<file path="config.mk">
export PLATFORM = sky130hd
export DESIGN_NAME = mem_copy_engine
export DESIGN_NICKNAME = d
export VERILOG_FILES = /design/src/rtl/mem_copy_engine.sv
export SDC_FILE = /design/constraint.sdc
export NUM_CORES = 1
export LEC_CHECK = 0
export CAP_MARGIN = 10
export CORE_ASPECT_RATIO = 0.75
export CORE_MARGIN = 2
export CORE_UTILIZATION = 30
export DETAILED_ROUTE_END_ITERATION = 10
export SETUP_SLACK_MARGIN = 0.15
export SLEW_MARGIN = 40
export SYNTH_ARGS = -nofsm -noshare
export SYNTH_HDL_FRONTEND = slang
export SYNTH_SLANG_ARGS = --single-unit
export TNS_END_PERCENT = 5
</file>
<file path="constraint.sdc">
create_clock -name clk -period 2.47 [get_ports clk]
set_input_delay 0.247 -clock clk [delete_from_list [all_inputs] [get_ports clk]]
set_output_delay 0.247 -clock clk [all_outputs]
set_load 0.03 [all_outputs]
</file>
<file path="src/rtl/mem_copy_engine.sv">
// Word-by-word memory copy engine acting as bus initiator on a synchronous RAM bus.
// Each word is moved in three cycles: issue read, wait for registered read data, then write it.
module mem_copy_engine #(
  parameter int data_width = 16,
  parameter int addr_width = 9
) (
  input  logic                  clk,
  input  logic                  reset,
  input  logic                  start,
  input  logic [addr_width-1:0] src_addr,
  input  logic [addr_width-1:0] dst_addr,
  input  logic [addr_width-1:0] len,
  input  logic [data_width-1:0] read_data,
  output logic [1:0]            mem_cmd,
  output logic [addr_width-1:0] mem_addr,
  output logic [data_width-1:0] write_data,
  output logic                  busy,
  output logic                  done,
  output logic [addr_width-1:0] count
);

  typedef enum logic [2:0] {
    IDLE = 3'd0,
    RD   = 3'd1,
    RDW  = 3'd2,
    WR   = 3'd3,
    DONE = 3'd4
  } state_t;

  localparam logic [1:0] MNONE  = 2'b00;
  localparam logic [1:0] MREAD  = 2'b01;
  localparam logic [1:0] MWRITE = 2'b10;

  localparam logic [addr_width-1:0] addr_one = {{(addr_width-1){1'b0}}, 1'b1};

  state_t                state_r;
  logic [addr_width-1:0] src_ptr_r;
  logic [addr_width-1:0] dst_ptr_r;
  logic [addr_width-1:0] len_r;

  // Control FSM; bus outputs are registered with the value belonging to the next state,
  // and write_data doubles as the data register (captured at the end of RDW).
  always_ff @(posedge clk or negedge reset) begin
    if (!reset) begin
      state_r    <= IDLE;
      src_ptr_r  <= '0;
      dst_ptr_r  <= '0;
      len_r      <= '0;
      count      <= '0;
      mem_cmd    <= MNONE;
      mem_addr   <= '0;
      write_data <= '0;
      busy       <= 1'b0;
      done       <= 1'b0;
    end else begin
      case (state_r)
        IDLE: begin
          write_data <= '0;
          if (start) begin
            src_ptr_r <= src_addr;
            dst_ptr_r <= dst_addr;
            len_r     <= len;
            count     <= '0;
            if (len != '0) begin
              state_r  <= RD;
              mem_cmd  <= MREAD;
              mem_addr <= src_addr;
              busy     <= 1'b1;
              done     <= 1'b0;
            end else begin
              state_r  <= DONE;
              mem_cmd  <= MNONE;
              mem_addr <= '0;
              busy     <= 1'b0;
              done     <= 1'b1;
            end
          end else begin
            state_r  <= IDLE;
            mem_cmd  <= MNONE;
            mem_addr <= '0;
            busy     <= 1'b0;
            done     <= 1'b0;
          end
        end

        RD: begin
          state_r  <= RDW;
          mem_cmd  <= MREAD;
          mem_addr <= src_ptr_r;
          busy     <= 1'b1;
          done     <= 1'b0;
        end

        RDW: begin
          state_r    <= WR;
          write_data <= read_data;
          mem_cmd    <= MWRITE;
          mem_addr   <= dst_ptr_r;
          busy       <= 1'b1;
          done       <= 1'b0;
        end

        WR: begin
          // Pointers wrap naturally at the address width.
          src_ptr_r  <= src_ptr_r + addr_one;
          dst_ptr_r  <= dst_ptr_r + addr_one;
          count      <= count + addr_one;
          write_data <= '0;
          if ((count + addr_one) == len_r) begin
            state_r  <= DONE;
            mem_cmd  <= MNONE;
            mem_addr <= '0;
            busy     <= 1'b0;
            done     <= 1'b1;
          end else begin
            state_r  <= RD;
            mem_cmd  <= MREAD;
            mem_addr <= src_ptr_r + addr_one;
            busy     <= 1'b1;
            done     <= 1'b0;
          end
        end

        DONE: begin
          state_r    <= IDLE;
          mem_cmd    <= MNONE;
          mem_addr   <= '0;
          write_data <= '0;
          busy       <= 1'b0;
          done       <= 1'b0;
        end

        default: begin
          state_r    <= IDLE;
          mem_cmd    <= MNONE;
          mem_addr   <= '0;
          write_data <= '0;
          busy       <= 1'b0;
          done       <= 1'b0;
        end
      endcase
    end
  end

endmodule

</file>
==> results of run 1 <==
==> final timing paths <==
path                                    end     start  cells past startpoint  slack, ns
worst max register to register  mem_addr[7]  count[4]                      7       0.29
worst min-delay path               len_r[8]    len[8]                      3       0.48
worst max-delay path            mem_addr[7]  count[4]                      7       0.29
worst min register to register     len_r[4]  len_r[4]                      2       0.50
min in group asynchronous          count[4]     reset                      2       0.49
max in group asynchronous          count[1]     reset                      3       1.18
==> cells in the mapped netlist, types with 2 or more instances <==
cell type  count  share of area, %
a211oi_1       4              0.90
a21o_1         2              0.45
a21oi_1        9               1.3
a221o_1        3              0.90
a222oi_1       9               2.7
a22o_1        19               5.0
a31oi_1        2              0.37
and3_1         7               1.3
buf_2          4              0.60
clkbuf_1      16               1.8
dfrtp_1       68                51
ha_1           3               1.1
inv_1          4              0.45
mux2i_1        5               1.5
nand2_1       51               5.7
nand2b_1       2              0.37
nand3_1       14               2.1
nor2_1        26               2.9
nor2b_1        3              0.56
nor3_1         3              0.45
nor4_1         4              0.75
nor4b_2        2              0.90
o21ai_0       30               4.5
o22ai_1        2              0.37
o31ai_1        8               1.8
xnor2_1       13               3.4
xor2_1         6               1.6
==> logic make-up after synthesis <==
| group | Yosys count | synth area share [%] |
|---|---|---|
| flops | 68 | 50.8 |
| mux | 5 | 1.50 |
| xor+xnor | 19 | 4.97 |
| compound gates | 96 | 20.3 |
| simple gates | 122 | 17.9 |
| buf+inv | 26 | 3.40 |
| fa+ha+maj | 3 | 1.12 |
==> timing repair <==
| action | CTS | global route |
|---|---|---|
| setup endpoints to repair | 0 | 14 |
| hold buffers | 1 | 0 |
| endpoints found under the hold margin | 26 | 0 |
| gates resized for setup | 0 | 4 |
==> report_power, final <==
group	switching, uW	leakage [uW]	internal (uW)
Combinational	1690	0.000971	1310
Sequential	495	0.000845	1600
Clock	483	0.000131	672
Total	2670	0.00195	3580
==> layout make-up <==
cell class	count	area, sq um	area share (%)
tap	140	175	3.73
clock buffer	9	225	4.80
inverter	4	15.0	0.320
clock inverter	7	43.8	0.933
timing repair buffer	100	968	20.6
multi-input combinational	245	1560	33.3
sequential	68	1710	36.3
==> state kept, by name, summed over array words and instances, names as in the netlist <==
name,count
done,1
busy,1
mem_cmd,2
state_r,3
dst_ptr_r,9
count,9
src_ptr_r,9
mem_addr,9
write_data,16
len_r,9
==> per-stage QoR <==
stage | power [uW] | util [%] | std cells
final | 6240 | 43.1 | 573
after detailed placement | 5090 | 40.4 | 556
after CTS | 6280 | 42.9 | 573
after floorplan | 3900 | - | 339
after global placement | 5020 | 40.4 | 556
after global routing | 6650 | 43.1 | 573
==> routing by layer <==
metal / GRT usage (%) / wire length (microns)
met4: 4.12 / 87
met3: 4.04 / 720
met5: 0 / 0
met1: 23.7 / 4650
met2: 25.3 / 4260
==> worst max-delay path: stages (launching register included) <==
cell and delay (ns):
dfrtp_1 0.50, nand4_1 0.22, or2_4 0.30, nor4b_2 0.29
nor4_2 0.09, nor4_4 0.27, buf_4 0.25, o21ai_0 0.12
==> parameters.txt, run 1 <==
Parameter                              Value

Drt
  DR iter-0 viols    264
  Length of the first detailed-routing pass in iterations    5
  Final routed wire length divided by cell count    17.0 microns
  Remaining DRCs    0
  Via total after detailed routing    3029
  Routed WL    9720 microns
  Antenna-violating nets left    0
  Average via count per standard cell    5.29

Synthesis
  Fraction of synthesis flops using an asynchronous set or reset pin    100%
  Synthesized flop and latch total    68
  Count of distinct cell types in the synthesized netlist    47
  Count of warnings emitted by yosys    0
  Count of flip-flops with a built-in enable after synthesis    0
  Post-synthesis net count    388
  Synth Area per Inst    9.87 sq um
  Post-Syn Instances    339
  Synthesized cell area    3350 sq um
  Portion of the post-synthesis area used by sequential elements    50.8%
  Most used DFF post-synth    dfrtp_1

Placed design
  Post-Place Worst Slack    -0.0574 ns
  Routability-driven placement congestion ratio    0.870
  Sum of net half-perimeters after detailed placement    6990 microns
  IO Port Bufs    83
  Cell area reported after detailed placement    4400 sq um

STA
  Worst clock skew    0.00479 ns
  Sum of negative setup slack    0 ns
  Tightest hold margin    0.477 ns
  Total setup violations reported at the end of the flow    0
  Slew HR    55.2%
  Final WS setup    0.294 ns
  Fin. Hold Viols    0
  Time the worst path needs with I/O delays and setup    2.18 ns
  Unrepaired setup endpoints after global routing    no
  Final Max Tran Viols    0
  Share of the cycle needed by the critical path after routing    88.1%
  Maximum clock rate    460 MHz
  Actual slew at the worst max-slew pin    0.672 ns

Worst setup path
  Crit path max fanout    14
  Setup crit start kind    flip-flop
  Class of the most critical setup path    flip-flop to flip-flop
  Kind of end point of the critical path    flip-flop
  Crit path required time    2.67 ns
  Worst Path Arrival    2.37 ns

Outcome
  Run status    finished clean

Floorplanning
  Core Region    10900 sq um
  Floorplan die height    95.5 microns
  Die extent in x    126 microns
  Starting utilization of the core area    30.7%
  Top-level port count    84
  Number of rows in the core area    33
  Total Die Area    12000 sq um

Layout
  Leading cell types in the layout, fill and taps excluded    clkdlybuf4s50_1 (82), dfrtp_1 (65), nand2_1 (51)
  Final Cell Area    4700 sq um
  Number of fill cells    1068
  Post-synthesis to final-layout area growth    40.3%
  Ratio of cells with drive above 1 in the final layout    11.1%
  Layout net count    477
  Leading cell type in the layout, fill and taps excluded    clkdlybuf4s50_1
  Diodes inserted    0

GRT
  Number of antenna violations at the first check in global routing    0
  Total GRT Usage    16.6%
  First-pass GRT wire length    15400 microns
  Maximum number of pins on one net before global-route repair    29
  Via count of the first global-routing pass    2894
  GR Overflow Total    0

Clock tree
  Post-CTS setup buffer count    0
  Worst skew pair latency    0.33 ns
  CTS clk-pin slew, worst paths    0.06 ns
  Num Clock Sinks    68
  CTS tree    built
  Total number of H-tree levels    3
  Root Driver    clkbuf_16
  Maximum clock path buffer count    2
  Clock buffer count from CTS    9

Job
  Reported max-cap violation count    0

Pwr
  Worst ir drop on vdd    0.562 mV
  Power per Cell Area    1330 nW/um^2
  Static leakage    0.00195 uW

Min path
  Type of the worst min-delay path    input pin to flip-flop
No activity file was read; power rests on OpenSTA's default activity.
==> inputs of run 2 (changes only) <==
CTS_CLUSTER_DIAMETER = 50   (was unset)
CTS_CLUSTER_SIZE = 24   (was unset)
==> results of run 2 <==
Same layout as run 1: the final DEF is identical, and so are final timing and power.
==> inputs of run 3 (changes only) <==
CTS_CLUSTER_SIZE = 16   (was 24)
==> results of run 3 <==
Same layout as run 1: the final DEF is identical, and so are final timing and power.
